<file path="src/rtl/clk_pair_monitor_if.sv">
// Signal bundle between the slow-clock sources and the clock-pair monitor.
interface clk_pair_monitor_if;
    logic       clk1_in;
    logic       clk2_in;
    logic       err_clr;
    logic       locked;
    logic       period_err;
    logic       phase_err;
    logic [9:0] half_period;
    logic [9:0] phase;
    logic       meas_valid;

    modport master (
        output clk1_in, clk2_in, err_clr,
        input  locked, period_err, phase_err, half_period, phase, meas_valid
    );

    modport slave (
        input  clk1_in, clk2_in, err_clr,
        output locked, period_err, phase_err, half_period, phase, meas_valid
    );
endinterface

</file>
<file path="src/rtl/clk_pair_monitor.sv">
// Measures half-periods and clk2->clk1 rise offset of two quarter-phase slow
// clocks in the fast ck domain, tracks lock and keeps sticky error flags.
module clk_pair_monitor #(
    parameter int unsigned HALF_PERIOD = 252,
    parameter int unsigned PHASE       = 126,
    parameter int unsigned TOL         = 2,
    parameter int unsigned LOCK_N      = 4
) (
    input logic               ck,
    input logic               reset,
    clk_pair_monitor_if.slave bus
);

    localparam int GW = $clog2(LOCK_N + 1);
    localparam logic [9:0]        HP_C   = 10'(HALF_PERIOD);
    localparam logic [9:0]        PH_C   = 10'(PHASE);
    localparam logic [9:0]        TO_C   = 10'(2 * HALF_PERIOD - 1);
    localparam logic signed [10:0] TOL_S = 11'(TOL);
    localparam logic [GW-1:0]     LAST_G = GW'(LOCK_N - 1);

    typedef enum logic [1:0] {
        ST_WAIT   = 2'd0,
        ST_ACQ    = 2'd1,
        ST_LOCKED = 2'd2
    } state_t;

    function automatic logic [9:0] sat_inc(input logic [9:0] v);
        return (v == 10'd1023) ? v : v + 10'd1;
    endfunction

    function automatic logic is_good(input logic [9:0] m, input logic [9:0] expv);
        logic signed [10:0] diff;
        diff = $signed({1'b0, m}) - $signed({1'b0, expv});
        return (diff <= TOL_S) && (diff >= -TOL_S);
    endfunction

    // bit 0 = clk1, bit 1 = clk2 throughout the input pipeline
    logic [1:0] sync1_q, sync2_q, hist_q, edge_q, rise_q;

    logic [9:0] c1_q, c1_d, c2_q, c2_d, cp_q, cp_d;
    logic       arm1_q, arm1_d, arm2_q, arm2_d, seen2_q, seen2_d;
    state_t     state_q, state_d;
    logic [GW-1:0] g_q, g_d;

    logic       locked_q, locked_d, per_err_q, per_err_d, ph_err_q, ph_err_d;
    logic       mv_q, mv_d;
    logic [9:0] hp_q, hp_d, ph_q, ph_d;

    logic [9:0] m1_s, m2_s, pval_s;
    logic       meas1_s, meas2_s, pmeas_s, good1_s;
    logic       bad1_s, bad2_s, to1_s, to2_s, bad_ph_s, per_bad_s, any_bad_s;

    // Two-flop synchroniser, history flop and registered edge flags
    always_ff @(posedge ck or negedge reset) begin
        if (!reset) begin
            sync1_q <= 2'b00;
            sync2_q <= 2'b00;
            hist_q  <= 2'b00;
            edge_q  <= 2'b00;
            rise_q  <= 2'b00;
        end else begin
            sync1_q <= {bus.clk2_in, bus.clk1_in};
            sync2_q <= sync1_q;
            hist_q  <= sync2_q;
            edge_q  <= sync2_q ^ hist_q;
            rise_q  <= sync2_q & ~hist_q;
        end
    end

    // Counters, measurements and good/bad classification
    always_comb begin
        c1_d    = edge_q[0] ? 10'd0 : sat_inc(c1_q);
        c2_d    = edge_q[1] ? 10'd0 : sat_inc(c2_q);
        cp_d    = rise_q[1] ? 10'd0 : sat_inc(cp_q);
        arm1_d  = arm1_q | edge_q[0];
        arm2_d  = arm2_q | edge_q[1];
        seen2_d = seen2_q | rise_q[1];

        m1_s    = sat_inc(c1_q);
        m2_s    = sat_inc(c2_q);
        meas1_s = edge_q[0] & arm1_q;
        meas2_s = edge_q[1] & arm2_q;
        good1_s = meas1_s & is_good(m1_s, HP_C);
        bad1_s  = meas1_s & ~is_good(m1_s, HP_C);
        bad2_s  = meas2_s & ~is_good(m2_s, HP_C);
        // an edge on the stall-limit cycle is a measurement, not a timeout
        to1_s   = arm1_q & ~edge_q[0] & (c1_q == TO_C);
        to2_s   = arm2_q & ~edge_q[1] & (c2_q == TO_C);

        pmeas_s  = rise_q[0] & seen2_d;
        pval_s   = rise_q[1] ? 10'd0 : sat_inc(cp_q);
        bad_ph_s = pmeas_s & ~is_good(pval_s, PH_C);

        per_bad_s = bad1_s | bad2_s | to1_s | to2_s;
        any_bad_s = per_bad_s | bad_ph_s;
    end

    // FSM next state and good-measurement counter
    always_comb begin
        state_d = state_q;
        g_d     = g_q;
        case (state_q)
            ST_WAIT: begin
                g_d = {GW{1'b0}};
                if (arm1_d && arm2_d) begin
                    state_d = ST_ACQ;
                end else begin
                    state_d = ST_WAIT;
                end
            end
            ST_ACQ: begin
                if (any_bad_s) begin
                    g_d = {GW{1'b0}};
                end else if (good1_s) begin
                    if (g_q == LAST_G) begin
                        state_d = ST_LOCKED;
                        g_d     = {GW{1'b0}};
                    end else begin
                        g_d = g_q + GW'(1);
                    end
                end else begin
                    g_d = g_q;
                end
            end
            ST_LOCKED: begin
                if (any_bad_s) begin
                    state_d = ST_ACQ;
                    g_d     = {GW{1'b0}};
                end else begin
                    state_d = ST_LOCKED;
                end
            end
            default: begin
                state_d = ST_WAIT;
                g_d     = {GW{1'b0}};
            end
        endcase
    end

    // Output next values; a new error beats a same-cycle clear
    always_comb begin
        locked_d  = (state_d == ST_LOCKED);
        mv_d      = meas1_s;
        hp_d      = meas1_s ? m1_s : hp_q;
        ph_d      = pmeas_s ? pval_s : ph_q;
        if (per_bad_s) begin
            per_err_d = 1'b1;
        end else if (bus.err_clr) begin
            per_err_d = 1'b0;
        end else begin
            per_err_d = per_err_q;
        end
        if (bad_ph_s) begin
            ph_err_d = 1'b1;
        end else if (bus.err_clr) begin
            ph_err_d = 1'b0;
        end else begin
            ph_err_d = ph_err_q;
        end
    end

    // State, counter and output registers
    always_ff @(posedge ck or negedge reset) begin
        if (!reset) begin
            state_q   <= ST_WAIT;
            g_q       <= {GW{1'b0}};
            c1_q      <= 10'd0;
            c2_q      <= 10'd0;
            cp_q      <= 10'd0;
            arm1_q    <= 1'b0;
            arm2_q    <= 1'b0;
            seen2_q   <= 1'b0;
            locked_q  <= 1'b0;
            per_err_q <= 1'b0;
            ph_err_q  <= 1'b0;
            mv_q      <= 1'b0;
            hp_q      <= 10'd0;
            ph_q      <= 10'd0;
        end else begin
            state_q   <= state_d;
            g_q       <= g_d;
            c1_q      <= c1_d;
            c2_q      <= c2_d;
            cp_q      <= cp_d;
            arm1_q    <= arm1_d;
            arm2_q    <= arm2_d;
            seen2_q   <= seen2_d;
            locked_q  <= locked_d;
            per_err_q <= per_err_d;
            ph_err_q  <= ph_err_d;
            mv_q      <= mv_d;
            hp_q      <= hp_d;
            ph_q      <= ph_d;
        end
    end

    assign bus.locked      = locked_q;
    assign bus.period_err  = per_err_q;
    assign bus.phase_err   = ph_err_q;
    assign bus.meas_valid  = mv_q;
    assign bus.half_period = hp_q;
    assign bus.phase       = ph_q;

endmodule

</file>
<file path="src/flat_wrapper.sv">
// flat-port wrapper written by rule: the top's interface ports become plain ports
module clk_pair_monitor_flat 
#(
    parameter int unsigned HALF_PERIOD = 252,
    parameter int unsigned PHASE       = 126,
    parameter int unsigned TOL         = 2,
    parameter int unsigned LOCK_N      = 4
)
  (ck, reset, bus_clk1_in, bus_clk2_in, bus_err_clr, bus_locked, bus_period_err, bus_phase_err, bus_half_period, bus_phase, bus_meas_valid);
  clk_pair_monitor_if bus_i ();
  input logic ck;
  input logic reset;
  input wire logic [$bits(bus_i.clk1_in)-1:0] bus_clk1_in;
  input wire logic [$bits(bus_i.clk2_in)-1:0] bus_clk2_in;
  input wire logic [$bits(bus_i.err_clr)-1:0] bus_err_clr;
  output wire logic [$bits(bus_i.locked)-1:0] bus_locked;
  output wire logic [$bits(bus_i.period_err)-1:0] bus_period_err;
  output wire logic [$bits(bus_i.phase_err)-1:0] bus_phase_err;
  output wire logic [$bits(bus_i.half_period)-1:0] bus_half_period;
  output wire logic [$bits(bus_i.phase)-1:0] bus_phase;
  output wire logic [$bits(bus_i.meas_valid)-1:0] bus_meas_valid;
  assign bus_i.clk1_in = bus_clk1_in;
  assign bus_i.clk2_in = bus_clk2_in;
  assign bus_i.err_clr = bus_err_clr;
  assign bus_locked = bus_i.locked;
  assign bus_period_err = bus_i.period_err;
  assign bus_phase_err = bus_i.phase_err;
  assign bus_half_period = bus_i.half_period;
  assign bus_phase = bus_i.phase;
  assign bus_meas_valid = bus_i.meas_valid;
  clk_pair_monitor #(.HALF_PERIOD(HALF_PERIOD), .PHASE(PHASE), .TOL(TOL), .LOCK_N(LOCK_N)) u_core (.ck(ck), .reset(reset), .bus(bus_i));
endmodule
</file>
<file path="config.mk">
export PLATFORM = sky130hd
export DESIGN_NAME = clk_pair_monitor_flat
export DESIGN_NICKNAME = d
export VERILOG_FILES = /design/src/rtl/clk_pair_monitor_if.sv /design/src/rtl/clk_pair_monitor.sv /design/src/flat_wrapper.sv
export SDC_FILE = /design/constraint.sdc
export NUM_CORES = 1
export LEC_CHECK = 0
export ABC_AREA = 1
export BUFFER_PORTS_ARGS = -buffer_cell sky130_fd_sc_hd__buf_2
export CAP_MARGIN = 10
export CORE_ASPECT_RATIO = 0.75
export CORE_MARGIN = 8
export CORE_UTILIZATION = 63
export CTS_BUF_LIST = sky130_fd_sc_hd__clkbuf_4
export DETAILED_ROUTE_END_ITERATION = 6
export HOLD_SLACK_MARGIN = 0.06
export PLACE_DENSITY = 0.9
export SLEW_MARGIN = 20
export SYNTH_ARGS = -nofsm -noshare
export SYNTH_HDL_FRONTEND = slang
export SYNTH_SLANG_ARGS = --single-unit
</file>
<file path="constraint.sdc">
create_clock -name ck -period 3.6 [get_ports ck]
set_clock_uncertainty 0.2 [all_clocks]
set_input_delay 1.08 -clock ck [delete_from_list [all_inputs] [get_ports ck]]
set_output_delay 1.08 -clock ck [all_outputs]
set_load 0.03 [all_outputs]
</file>
---- Word-level counts from Yosys, hierarchy flattened ----
Cells that the tools add are included.
word-level totals
  register bits after elaboration ......... 72
  input bits .............................. 5
  output and inout bits ................... 24
  logic and storage cells ................. 97
operators by class
  equal/unequal tests ..................... 11
  add/sub/neg operators ................... 7
  bitwise gates (word level) .............. 26
  reduce and logical (&&, ||, !) cells .... 8
  $lt $le $gt $ge ......................... 6
  muxes and demuxes ....................... 20
operators with widths
  kind                                                                    count
  10-bit two-way mux                                                      6
  11-bit by 2-bit >= comparator with 1-bit output, second input constant  3
  11-bit by 3-bit <= comparator with 1-bit output, second input constant  3
  10-bit by 1-bit adder with 10-bit output, second input constant         3
  10-bit == test, second input constant                                   3
  10-bit by 8-bit subtractor with 11-bit output, second input constant    2
  10-bit by 9-bit == test with 1-bit output, second input constant        2
  3-bit two-way mux                                                       4
  1-bit bitwise AND                                                       11
  10-bit by 7-bit subtractor with 11-bit output, second input constant    1
  2-bit two-way mux                                                       4
  1-bit bitwise OR                                                        7
  2-bit case mux with 3 select lines                                      1
  3-bit case mux with 2 select lines                                      1
  1-bit NOT                                                               5
  2-bit == test, second input constant                                    2
  1-bit logical AND                                                       4
  1-bit two-way mux                                                       4
  2-bit nonzero test                                                      2
  3-bit by 1-bit adder with 3-bit output, second input constant           1
  3-bit by 2-bit == test with 1-bit output, second input constant         1
  3-bit by 1-bit != test with 1-bit output, second input constant         1
  2-bit bitwise AND                                                       1
  2-bit by 1-bit == test with 1-bit output, second input constant         1
  other kinds (5)                                                         5

---- Depth between registers and ports, before layout ----
Gate-level depths: netlist (run 1).
  depth in word-level cells ............... 14
  depth in mapped cells ................... 24
  mapped depth without buffers ............ 22

---- Least setup slack after synthesis (run 1) ----
No wires, ideal clock.
  path kind ............................... reg-to-reg
  start ................................... reg u_core.cp_q[0]
  end ..................................... reg u_core.g_q[0]
  path buffers ............................ 0
  stages on the path, launching flop included .. 19
  clock period less this slack ............ 2,837 ps
  setup slack ............................. 763 ps
  arrival time ............................ 2,519 ps
  data required time ...................... 3,282 ps
  setup time .............................. 118 ps
  cell sequence ........................... dfrtp_1 > ha_1 > nand3_1 > inv_2 > nand3_4 > nand2_1 > nand3_2 > inv_1 > ha_1 > nand4_1 > inv_1 > nand2_1 > xor2_1 > nor2_1 > nand3_1 > nand2_2 > nand4_4 > nand3_1 > nand2_1
on the way
  word-level cells in the longest chain between the ends .. 11
  elaborated cells on any way between the ends .. 16
  classes of those cells .................. add/sub: 2; order compare: 2; eq/ne: 3; mux: 4; bitwise: 3; reduce/logical: 2
RTL lines
  element                                                                                                                    RTL line                 source
  start, declared                                                                                                            clk_pair_monitor.sv:40   logic [9:0] c1_q, c1_d, c2_q, c2_d, cp_q, cp_d;
  start signal, assigned                                                                                                     clk_pair_monitor.sv:184  cp_q <= cp_d;
  10-bit by 1-bit adder with 10-bit output / 10-bit == test (equally long branches)                                          -
  10-bit two-way mux *                                                                                                       -
  10-bit two-way mux *                                                                                                       clk_pair_monitor.sv:91   pval_s = rise_q[1] ? 10'd0 : sat_inc(cp_q);
  via u_core.cp_d[1]                                                                                                         clk_pair_monitor.sv:40
  10-bit by 7-bit subtractor with 11-bit output *                                                                            clk_pair_monitor.sv:33   diff = $signed({1'b0, m}) - $signed({1'b0, expv});
  11-bit by 3-bit <= comparator with 1-bit output / 11-bit by 2-bit >= comparator with 1-bit output (equally long branches)  clk_pair_monitor.sv:34   return (diff <= TOL_S) && (diff >= -TOL_S);
  1-bit logical AND *                                                                                                        clk_pair_monitor.sv:34
  1-bit NOT *                                                                                                                clk_pair_monitor.sv:92   bad_ph_s = pmeas_s & ~is_good(pval_s, PH_C);
  1-bit bitwise AND *                                                                                                        clk_pair_monitor.sv:92
  1-bit bitwise OR *                                                                                                         clk_pair_monitor.sv:95   any_bad_s = per_bad_s | bad_ph_s;
  3-bit two-way mux (tied with other cells)                                                                                  clk_pair_monitor.sv:112  if (any_bad_s) begin
  3-bit case mux with 2 select lines / 2-bit AND reduction (equally long branches)                                           -
  end signal, assigned                                                                                                       clk_pair_monitor.sv:166  g_q <= {GW{1'b0}};
  end signal, assigned                                                                                                       clk_pair_monitor.sv:181  g_q <= g_d;
  end, declared                                                                                                              clk_pair_monitor.sv:43   logic [GW-1:0] g_q, g_d;
The timed path passes the listed nets; every way through them passes the cells marked *.
A chain may end at the register's enable or synchronous reset.

---- Worst setup path in the final report (run 1) ----
  start ................................... reg u_core.cp_q[0]
  end ..................................... reg u_core.g_q[2]
The elaborated chain is that of the path after synthesis.

==> key figures, run 1 <==
Outcome
  – Status: finished clean

Timing
  – Max-slew violations: 0
  – F_max: 0.297 GHz
  – Final Hold Viols: 0
  – Setup violations, final: 0
  – Final critical-path share of the clock period: ~93%
  – Worst-Margin Slew: 879 ps
  – Min Tclk post-route: approximately 3400 ps
  – Final WS setup: between 200 and 250 ps
  – Max_slew headroom: about two fifths

Setup path
  – Worst EP required: roughly 3700 ps
  – Critical Path Fanout Max: 9
  – CP Launch Type: flip-flop
  – Crit. End Element: flip-flop
  – Crit path DAT: between 3000 and 4000 ps
  – Reg2reg start: u_core.cp_q[0]$_DFF_PN0_
  – CP Cell Sequence: ha_1, nand3_1, inv_2, nand3_4, nand2_1, nand3_2, inv_1, ha_1, nand4_1, inv_1, nand2_1, nand3_1, nand2_1, nor2_1, nand3_1, nand2_4, nand3_1, nor2_1, nand3_1, nand2_1
  – Worst path slowest cell: dfrtp_1
  – Slowest stage delay, CP: 440 ps
  – Reg2reg end: u_core.g_q[2]$_DFFE_PN0P_
  – WP buf/inv: 3
  – CP top delay family: simple AND/OR/NAND/NOR gates
  – Crit Path Category: reg2reg
  – R2R Setup Slk: 230 ps
  – Reg2reg path depth: 20
  – Most used cell, CP: nand3_1

Synthesis
  – Synth Area per Inst: 7.19 um^2
  – Mapped Nets: 631
  – Synth unique cells: 32
  – Seq/Total Area, Yosys: a little over 40%
  – Mapped Cells: 613
  – Seq cells post-synth: 72
  – Ys Warns: 0
  – Post-synthesis cell area: 4410 um^2

Floorplan
  – Die area: 9960 um^2
  – Rows: 26
  – Core ar.: ~6800 um^2
  – Die Y: 88.5 um
  – I/O pin count: 29
  – Die width: 113 um
  – Initial Util: 64.9%

Place
  – Gpl congestion: 0.888
  – Post-Place Cell Area: 4610 um^2
  – Post-DP HPWL: between 7000 and 8000 um
  – Place WS: 248 ps
  – Dpl cells: 716
  – # port buffers: 28

Flow run
  – Max-cap check violation count: 0

Drt
  – Via/cell ratio: 5.48
  – WL/cell: 13.5 um
  – DR iter-0 viols: 261
  – First-pass detailed-route iteration total: 5
  – Routed vias: roughly 4000
  – Total wire length: 9900 um
  – DR DRC count: 0
  – Remaining antenna violation count: 0

Global route
  – Vias in the first global route: around 3800
  – Initial antenna violation count: 0
  – Total track usage: about a fifth
  – First-pass GRT wire length: 16700 um
  – Largest net degree at the start of global routing: 73
  – Gr ovfl total: 0

Clocking
  – Worst skew pair latency: 410 ps
  – Clock-pin slew on the worst setup and hold paths: 110 ps
  – Htree depth: 3
  – Clock Tree Buf Depth: 2
  – TritonCTS Buffers: 9
  – Clock sinks: 72
  – TritonCTS clock tree: built
  – CTS root buf: clkbuf_4

Hold path
  – Path category of the worst min-delay check: reg2reg
  – Hold path cells: 0
  – WHS Endpoint: u_core.sync2_q[0]$_DFF_PN0_
  – Hold path start: u_core.sync1_q[0]$_DFF_PN0_

Power and ir drop
  – Power Density: 407 nW/um^2
  – Static leakage: about 2.6 nW
  – Maximum VDD drop: 271 uV

Finish
  – Finished Layout Cells: ~730
  – Syn-to-layout area delta: 8.26%
  – ANT cells: 0
  – Fill count: 508
  – Multi-input logic area: 2190 um^2
  – Storage element area: between 1500 and 2000 um^2
  – Final nets: 661
  – Share of cells above drive strength 1: 14.0%
  – Post-route cell area: 4770 um^2
cell type report:
| class | instances | share of cell area, % |
|---|---|---|
| Sequential cell | 72 | 37.7 |
| Tap cell | 84 | 2.20 |
| Inverter | 95 | 7.47 |
| Timing Repair Buffer | 31 | 3.41 |
| Multi-Input combinational cell | 434 | 45.9 |
| Clock inverter | 4 | 1.44 |
| Clock buffer | 12 | 1.89 |
cells by family (layout without fill, tap and decap cells):
logic type / count (synthesis) / after routing / synth area share [%]
compound gates: 42 / 42 / 5.13
xor+xnor: 6 / 6 / 1.19
fa+ha+maj: 13 / 13 / 3.69
buf+inv: 107 / 142 / 9.73
flops: 72 / 72 / 40.9
simple gates: 373 / 373 / 39.4
registers in the layout (all words and copies together), names as in the netlist:
| register | count |
|---|---|
| u_core.c2_q | 10 |
| u_core.cp_q | 10 |
| u_core.sync1_q | 2 |
| u_core.arm1_q | 1 |
| u_core.seen2_q | 1 |
| u_core.rise_q | 2 |
| u_core.sync2_q | 2 |
| u_core.state_q | 2 |
| u_core.g_q | 3 |
| u_core.bus.period_err | 1 |
| u_core.c1_q | 10 |
| u_core.edge_q | 2 |
| u_core.bus.phase_err | 1 |
| u_core.bus.half_period | 10 |
| u_core.bus.meas_valid | 1 |
| u_core.arm2_q | 1 |
| u_core.hist_q | 2 |
| u_core.bus.locked | 1 |
| u_core.bus.phase | 10 |
worst max-delay path by stage:
| stage | cells past startpoint | slack, ps | endpoint | start |
|---|---|---|---|---|
| 6_report | 20 | 230 | u_core.g_q[2]$_DFFE_PN0P_ | u_core.cp_q[0]$_DFF_PN0_ |
| 5_1_grt | 20 | -20 | u_core.g_q[2]$_DFFE_PN0P_ | u_core.cp_q[0]$_DFF_PN0_ |
| 4_1_cts | 20 | 210 | u_core.g_q[2]$_DFFE_PN0P_ | u_core.c1_q[1]$_DFF_PN0_ |
| 3_5_place_dp | 19 | 250 | u_core.g_q[1]$_DFFE_PN0P_ | u_core.c1_q[1]$_DFF_PN0_ |
| 3_3_place_gp | 19 | 450 | u_core.g_q[2]$_DFFE_PN0P_ | u_core.c1_q[1]$_DFF_PN0_ |
| 2_1_floorplan | 18 | 760 | u_core.g_q[0]$_DFFE_PN0P_ | u_core.cp_q[0]$_DFF_PN0_ |
synth_stat cells (all sizes together):
cell type | count | share of area (%)
nand4 | 17 | 2.8
o21ai | 33 | 3.8
xor2 | 3 | 0.60
ha | 13 | 3.7
buf | 6 | 1.1
or2 | 1 | 0.14
nand2 | 208 | 19
dfrtp | 72 | 41
nor3b | 1 | 0.17
and2 | 1 | 0.14
nor2 | 81 | 8.5
inv | 95 | 8.1
clkbuf | 6 | 0.51
nand3b | 1 | 0.17
o21bai | 5 | 0.85
a21oi | 4 | 0.45
xnor2 | 3 | 0.60
nor3 | 1 | 0.11
nand3 | 62 | 8.5
layout by cell type (no fill, tap or decap), types with 2 or more instances in the layout:
cell       Yosys  routed
a21oi_1        4       4
buf_2          1      28
buf_4          3       3
bufinv_16      0       2
clkbuf_4       0      12
dfrtp_1       72      72
ha_1          13      12
inv_1         90      90
inv_2          5       5
nand2_1      192     191
nand2_2       13      13
nand2_4        3       4
nand3_1       54      54
nand3_2        5       5
nand3_4        3       3
nand4_1       16      16
nor2_1        70      70
nor2_2         4       4
nor2_4         6       6
o21ai_0       29      29
o21ai_1        3       3
o21bai_1       5       5
xnor2_1        3       3
xor2_1         3       3
per-layer routing:
metal	vias up	global-route usage, %	share of wire (%)
met3	23	4.57	6.3
met1	1883	24.1	43
met5	-	0	0
met4	0	10.0	1.8
met2	141	36.3	49
li1	1967	-	-
worst reg2reg max path, stage by stage, from the launching register on:
cell     delay [ps]
dfrtp_1         440
ha_1            210
nand3_1         180
inv_2           150
nand3_4         140
nand2_1         110
nand3_2         160
inv_1           140
ha_1            210
nand4_1         150
inv_1           130
nand2_1         100
nand3_1         110
nand2_1          70
nor2_1          130
nand3_1         130
nand2_4         170
nand3_1         100
nor2_1          120
nand3_1          80
nand2_1          70
report_power, final:
group / internal, mW / switching, mW
Combinational: 0.130 / 0.302
Clock: 0.303 / 0.266
Sequential: 0.873 / 0.0695
Total: 1.30 / 0.637
stage by stage:
step	hold WS (ps)	total power [mW]	util [%]	TNS, ps
after floorplan	131	1.26	-	0
after global placement	139	1.35	67.7	0
after detailed placement	142	1.38	67.7	0
after CTS	173	1.95	70.1	0
after global routing	188	2.04	70.2	-36.5
final	169	1.94	70.2	0
timing repair:
item	CTS	global route
resized for setup	0	3
setup buffers	0	0
hold buffers	0	0
endpoints found under the setup margin	0	4
Note: power is estimated with default switching activity, not from simulation.
==> run 2: changes to the inputs <==
- CORE_ASPECT_RATIO: 0.75 -> not set
==> run 2 against run 1 <==
First-iteration DRC count down 16%. Non-clock buffer count up 1. Total power about the same. Fmax up 1.7%. Die area down 0.28%. Core utilization up 0.27 points. Final area up 0.31%. Sequential power about the same. Flip-flop and latch count unchanged. Critical path type unchanged. Critical endpoint unchanged.
==> key figures, run 2 (synthesis results as in run 1) <==
Clocking
  – Worst skew pair latency: 440 ps (was 410 ps)
  – Post-cts hold buffer count: 0 (unchanged)
  – TritonCTS clock tree: built (unchanged)
  – Postcts setup bufs: 0 (unchanged)
  – Clock-pin slew on the worst setup and hold paths: 120 ps (was 110 ps)
  – Htree depth: 3 (unchanged)
  – Clock sinks: 72 (unchanged)
  – TritonCTS Buffers: 9 (unchanged)
  – Clock Tree Buf Depth: 2 (unchanged)
  – Post-cts resize count: 0 (unchanged)
  – CTS root buf: clkbuf_4 (unchanged)

Drt
  – Via/cell ratio: 5.44 (was 5.48)
  – Remaining antenna violation count: 0 (unchanged)
  – Total wire length: 10100 um (was 9900 um)
  – Routed vias: 4054 (was 4014)
  – WL/cell: 13.6 um (was 13.5 um)
  – DR DRC count: 0 (unchanged)
  – First-pass detailed-route iteration total: 5 (unchanged)
  – DR iter-0 viols: 219 (was 261)

Floorplan
  – I/O pin count: 29 (unchanged)
  – Die Y: 99.7 um (was 88.5 um)
  – Die width: 99.7 um (was 113 um)
  – Core ar.: 6790 um^2 (was 6800 um^2)
  – Initial Util: 64.9% (about the same)
  – Rows: 30 (was 26)
  – Die area: 9930 um^2 (was 9960 um^2)

Timing
  – RSZ-0062 raised after global routing: false
  – Setup violations, final: 0 (unchanged)
  – Total negative slack: 0 ps (unchanged)
  – Max-slew violations: 0 (unchanged)
  – Min Tclk post-route: 3310 ps (was 3370 ps)
  – Worst-Margin Slew: 820 ps (was 879 ps)
  – Final Hold Viols: 0 (unchanged)
  – F_max: 0.302 GHz (was 0.297 GHz)
  – Final critical-path share of the clock period: 92.0% (was 93.5%)
  – Max_slew headroom: 45.3% (was 41.4%)

Setup path
  – CP Launch Type: flip-flop (unchanged)
  – Crit Path Category: reg2reg (unchanged)
  – Worst EP required: 3780 ps (was 3740 ps)
  – Crit path DAT: 3490 ps (was 3510 ps)
  – Critical Path Fanout Max: 9 (unchanged)
  – Crit. End Element: flip-flop (unchanged)

Place
  – # port buffers: 28 (unchanged)
  – Post-DP HPWL: 7570 um (was 7200 um)
  – Gpl congestion: 0.898 (was 0.888)
  – Post-Place Cell Area: 4630 um^2 (was 4610 um^2)

Finish
  – Final nets: 662 (was 661)
  – Fill count: 536 (was 508)
  – Storage element area: 1800 um^2 (unchanged)
  – Share of cells above drive strength 1: 14.0% (about the same)
  – Multi-input logic area: 2190 um^2 (about the same)
  – Most frequent cells in the layout: 192 x nand2_1, 90 x inv_1, 72 x dfrtp_1 (was 191 x nand2_1, 90 x inv_1, 72 x dfrtp_1)
  – ANT cells: 0 (unchanged)
  – Post-route cell area: 4790 um^2 (was 4770 um^2)
  – Syn-to-layout area delta: 8.60% (was 8.26%)
  – Commonest non-fill, non-tap cell in the layout: nand2_1 (unchanged)

Global route
  – Vias in the first global route: 4042 (was 3790)
  – Total track usage: 21.4% (was 20.8%)
  – First-pass GRT wire length: 17500 um (was 16700 um)
  – Gr ovfl total: 0 (unchanged)
  – Initial antenna violation count: 0 (unchanged)
  – Largest net degree at the start of global routing: 38 (was 73)

Power and ir drop
  – P_sw: 663 uW (was 637 uW)
  – Static leakage: 2.60 nW (about the same)
  – Clock group share of total power: 29.2% (was 29.3%)
  – Int Pwr: 1.28 mW (was 1.30 mW)
  – Sequential power share: 48.4% (was 48.5%)
  – Power Density: 405 nW/um^2 (was 407 nW/um^2)
  – Combinational fraction of design power: 22.4% (was 22.2%)
  – Maximum VDD drop: 247 uV (was 271 uV)
  – Switching share of power: 34.1% (was 32.8%)

Outcome
  – Status: finished clean (unchanged)

Hold path
  – Path category of the worst min-delay check: reg2reg (unchanged)

Flow run
  – Max-cap check violation count: 0 (unchanged)
## run 2: per-stage QoR
| stage | util (%) | std cells | power (mW) | hold WS (ps) | setup slack, ps |
|---|---|---|---|---|---|
| 3_5_place_dp | 68.1 | 729 | 1.38 | 142 | 270 |
| 5_1_grt | 70.5 | 745 | 2.03 | 186 | 1.30 |
| 6_report | 70.5 | 745 | 1.94 | 173 | 290 |
| 4_1_cts | 70.4 | 745 | 1.94 | 179 | 212 |
| 2_1_floorplan | - | 613 | 1.26 | 131 | 763 |
| 3_3_place_gp | 68.1 | 729 | 1.35 | 134 | 358 |
## run 2: layout make-up
type | count | area share (%)
multi-input cells | 434 | 45.7
repair buffers | 32 | 3.55
clock buffers | 9 | 1.41
well taps | 96 | 2.51
clock inverters | 7 | 1.80
flip-flops and latches | 72 | 37.6
inverters | 95 | 7.45
## run 2: metal layers
metal | track usage (%) | share of wire (%)
met1 | 24.0 | 42
met2 | 37.9 | 51
met3 | 4.82 | 4.4
met4 | 9.43 | 2.0
met5 | 0 | 0
## run 2: power groups by stage
stage	Combinational, mW	Clock, mW	Sequential (mW)
final	0.434	0.568	0.939
after global routing	0.481	0.606	0.947
after CTS	0.432	0.574	0.937
after detailed placement	0.429	0	0.953
after global placement	0.405	0	0.948
after floorplan	0.268	0	0.988
## run 2: critical path: stages, from the launching register on
cell and delay (ps):
dfrtp_1 430, ha_2 300, inv_1 70, nor2_2 130
nand3_2 140, buf_4 210, nand2_4 100, ha_1 160
inv_1 60, a21oi_1 210, nand3_1 140, nand2_1 120
nand3_1 100, nor2_1 100, nand3_1 80, nand2_2 80
nor2_2 60, nor2_8 230, nand4_4 130, nand2_2 100
nand2_1 50, nand2_1 60
## run 2: worst paths after layout
kind                       cells after the start                         from                               to  slack (ps)
max in group asynchronous                      2                        reset       u_core.rise_q[1]$_DFF_PN0_        1890
setup reg to reg                              21     u_core.c1_q[1]$_DFF_PN0_        u_core.g_q[2]$_DFFE_PN0P_         290
min in group asynchronous                      1                        reset  u_core.bus.phase[7]$_DFFE_PN0P_         520
hold reg to reg                                0  u_core.sync1_q[0]$_DFF_PN0_      u_core.sync2_q[0]$_DFF_PN0_         170
hold / removal                                 0  u_core.sync1_q[0]$_DFF_PN0_      u_core.sync2_q[0]$_DFF_PN0_         170
setup / recovery                              21     u_core.c1_q[1]$_DFF_PN0_        u_core.g_q[2]$_DFFE_PN0P_         290
==> run 3: changes to the inputs <==
- ABC_AREA: 1 -> not set
- CORE_UTILIZATION: 63 -> 58
- PLACE_DENSITY: 0.9 -> 0.85
==> run 3 against run 2 <==
Die area grew 5.1%. Fmax down 7.1%. Flip-flop and latch count is the same. Final area rose by 3.4%. Final cell count decreased by 16%. Total power rose by 1.9%. Setup slack got worse by 250 ps. Sequential share of layout area shrank 1.2 points. Register-to-register slack got worse by 250 ps. Combinational power increased by 6.0%. Critical path depth fell by 12. Critical endpoint is now u_core.state_q[0]$_DFF_PN0_.
==> key figures, run 3 <==
Floorplan
  – I/O pin count: 29 (unchanged)
  – Core ar.: 7210 um^2 (was 6790 um^2)
  – Die Y: 102 um (was 99.7 um)
  – Initial Util: 59.7% (was 64.9%)
  – Die area: 10400 um^2 (was 9930 um^2)
  – Rows: 31 (was 30)
  – Die width: 102 um (was 99.7 um)

Drt
  – DR DRC count: 0 (unchanged)
  – DR iter-0 viols: 324 (was 219)
  – Routed vias: 3808 (was 4054)
  – First-pass detailed-route iteration total: 4 (was 5)
  – WL/cell: 16.6 um (was 13.6 um)
  – Via/cell ratio: 6.11 (was 5.44)
  – Total wire length: 10300 um (was 10100 um)
  – Remaining antenna violation count: 0 (unchanged)

Finish
  – Commonest non-fill, non-tap cell in the layout: dfrtp_1 (was nand2_1)
  – Most frequent cells in the layout: 69 x dfrtp_1, 47 x nand2_1, 33 x buf_4 (was 192 x nand2_1, 90 x inv_1, 72 x dfrtp_1)
  – Final nets: 537 (was 662)
  – Share of cells above drive strength 1: 23.5% (was 14.0%)
  – Syn-to-layout area delta: 15.0% (was 8.60%)
  – Finished Layout Cells: 623 (was 745)
  – Utilization after layout: 68.7% (was 70.5%)
  – Storage element area: 1810 um^2 (was 1800 um^2)
  – Fill count: 568 (was 536)
  – Multi-input logic area: 2350 um^2 (was 2190 um^2)
  – ANT cells: 0 (unchanged)

Clocking
  – Clock sinks: 72 (unchanged)
  – TritonCTS Buffers: 9 (unchanged)
  – Clock Tree Buf Depth: 2 (unchanged)
  – Post-cts hold buffer count: 0 (unchanged)
  – Worst skew pair latency: 440 ps (about the same)
  – Clock-pin slew on the worst setup and hold paths: 130 ps (was 120 ps)
  – CTS root buf: clkbuf_4 (unchanged)
  – TritonCTS clock tree: built (unchanged)
  – Htree depth: 3 (unchanged)

Synthesis
  – Fraction of registers with async set/reset: 100% (unchanged)
  – Synth unique cells: 65 (was 32)
  – Number of flops mapped to enable cells by yosys: 0 (unchanged)
  – Mapped Cells: 471 (was 613)
  – Top-area cell type share of the netlist area: 41.8% (was 40.9%)
  – Post-synthesis cell area: 4310 um^2 (was 4410 um^2)
  – Most frequent cells after synthesis: 72 x dfrtp_1, 47 x nand2_1, 33 x nor2_1 (was 192 x nand2_1, 90 x inv_1, 72 x dfrtp_1)
  – Mapped Nets: 489 (was 631)
  – Seq/Total Area, Yosys: 41.8% (was 40.9%)
  – Seq cells post-synth: 72 (unchanged)
  – Synth Area per Inst: 9.15 um^2 (was 7.19 um^2)
  – Main synth FF type: dfrtp_1 (unchanged)
  – Largest cells by area after synthesis: dfrtp_1 42%, nand2_1 4.1%, ha_1 3.8% (was dfrtp_1 41%, nand2_1 16%, inv_1 7.7%)
  – Post-synth top area cell: dfrtp_1 (unchanged)
  – Cell with the most instances after synthesis: dfrtp_1 (was nand2_1)
  – Ys Warns: 0 (unchanged)

Power and ir drop
  – Pwr Total: 1.98 mW (was 1.94 mW)
  – Maximum VDD drop: 365 uV (was 247 uV)
  – Power Density: 399 nW/um^2 (was 405 nW/um^2)
  – Static leakage: 2.24 nW (was 2.60 nW)

Timing
  – Max_slew headroom: 45.8% (was 45.3%)
  – Max-slew violations: 0 (unchanged)
  – Setup violations, final: 0 (unchanged)
  – Worst-Margin Slew: 791 ps (was 820 ps)
  – Final WS setup: 36.0 ps (was 290 ps)
  – Min Tclk post-route: 3560 ps (was 3310 ps)
  – F_max: 0.281 GHz (was 0.302 GHz)
  – Final Hold Viols: 0 (unchanged)
  – Min Hold Slack: 165 ps (was 173 ps)
  – Final critical-path share of the clock period: 99.0% (was 92.0%)

Place
  – # port buffers: 28 (unchanged)
  – Post-DP HPWL: 7390 um (was 7570 um)
  – Place WS: 28.2 ps (was 270 ps)
  – Dpl cells: 603 (was 729)
  – Gpl congestion: 0.942 (was 0.898)

Global route
  – Gr ovfl total: 0 (unchanged)
  – Initial antenna violation count: 0 (unchanged)
  – First-pass GRT wire length: 17200 um (was 17500 um)
  – Largest net degree at the start of global routing: 42 (was 38)
  – Total track usage: 20.8% (was 21.4%)
  – Vias in the first global route: 3703 (was 4042)

Setup path
  – Crit. End Element: flip-flop (unchanged)
  – Worst EP required: 3750 ps (was 3780 ps)
  – Crit path DAT: 3720 ps (was 3490 ps)
  – CP Launch Type: flip-flop (unchanged)
  – R2R Setup Slk: 40 ps (was 290 ps)
  – Critical Path Fanout Max: 6 (was 9)
  – Crit Path Category: reg2reg (unchanged)

Flow run
  – Max-cap check violation count: 0 (unchanged)

Outcome
  – Status: finished clean (unchanged)

Hold path
  – Path category of the worst min-delay check: reg2reg (unchanged)
## run 3: cell types whose count changed after synthesis, moves of 8 or more
cell / change
nand2_1: -145
nor2_1: -37
nand3_1: -36
a31oi_1: +9
and4_1: +8
inv_1: -63
and2_1: +9
xnor2_1: +9
nand2_2: -13
a21oi_1: +16
## run 3: kinds of logic (layout without fill, tap and decap cells)
| family | after synthesis | after routing | synth area share (%) |
|---|---|---|---|
| AOI/OAI and AO/OA | 113 | 113 | 18.2 |
| xor gates and xnor gates | 17 | 17 | 3.46 |
| adders and majority gates | 13 | 13 | 3.78 |
| buffers and inverters | 52 | 105 | 5.46 |
| DFF | 72 | 72 | 41.8 |
| muxes | 11 | 11 | 2.67 |
| and+or+nand+nor | 193 | 193 | 24.6 |
## run 3: through the flow
| step | TNS [ps] | instance area [um^2] |
|---|---|---|
| floorplan | 0 | 4310 |
| global placement | 0 | 4680 |
| detailed placement | 0 | 4680 |
| CTS | 0 | 4850 |
| global route | -266 | 4950 |
| finish | 0 | 4950 |
## run 3: power breakdown
part           internal, mW  switching [mW]  total, mW
logic                 0.179           0.281      0.460
clock network         0.281           0.313      0.594
registers             0.867          0.0571      0.924
total                  1.33           0.651       1.98
## run 3: path summary, 6_finish.rpt
| kind | from | to | cells after the start |
|---|---|---|---|
| max | u_core.c2_q[9]$_DFF_PN0_ | u_core.state_q[0]$_DFF_PN0_ | 9 |
| min | u_core.sync1_q[0]$_DFF_PN0_ | u_core.sync2_q[0]$_DFF_PN0_ | 0 |
| max reg2reg | u_core.c2_q[9]$_DFF_PN0_ | u_core.state_q[0]$_DFF_PN0_ | 9 |
| min reg2reg | u_core.sync1_q[0]$_DFF_PN0_ | u_core.sync2_q[0]$_DFF_PN0_ | 0 |
| max in group asynchronous | reset | u_core.cp_q[4]$_DFF_PN0_ | 2 |
| min in group asynchronous | reset | u_core.bus.phase[0]$_DFFE_PN0P_ | 1 |
## run 3: cell type report
type	instances	share of cell area (%)
Multi-Input combinational cell	347	47.5
Sequential cell	72	36.4
Timing Repair Buffer	62	8.23
Tap cell	99	2.50
Inverter	27	2.05
Clock inverter	7	1.89
Clock buffer	9	1.36
## run 3: layer usage
metal | track usage (%) | share of wire, %
met4 | 8.92 | 2.2
met2 | 35.3 | 50
met1 | 25.6 | 42
met5 | 0 | 0
met3 | 3.27 | 5.7
## run 3: worst max-delay path, stage by stage (launching register included)
cell,delay (ps)
dfrtp_1,480
and4_1,280
a2111oi_0,650
xnor2_1,360
o31ai_1,500
xnor2_1,190
o21ai_0,130
o221ai_2,240
o2111ai_4,220
o21a_1,230
## run 3: what timing repair did
item	4_1_cts	5_1_grt
setup buffers	0	4
gates resized for setup	3	22
pin swaps	0	9
endpoints found under the setup margin	3	6
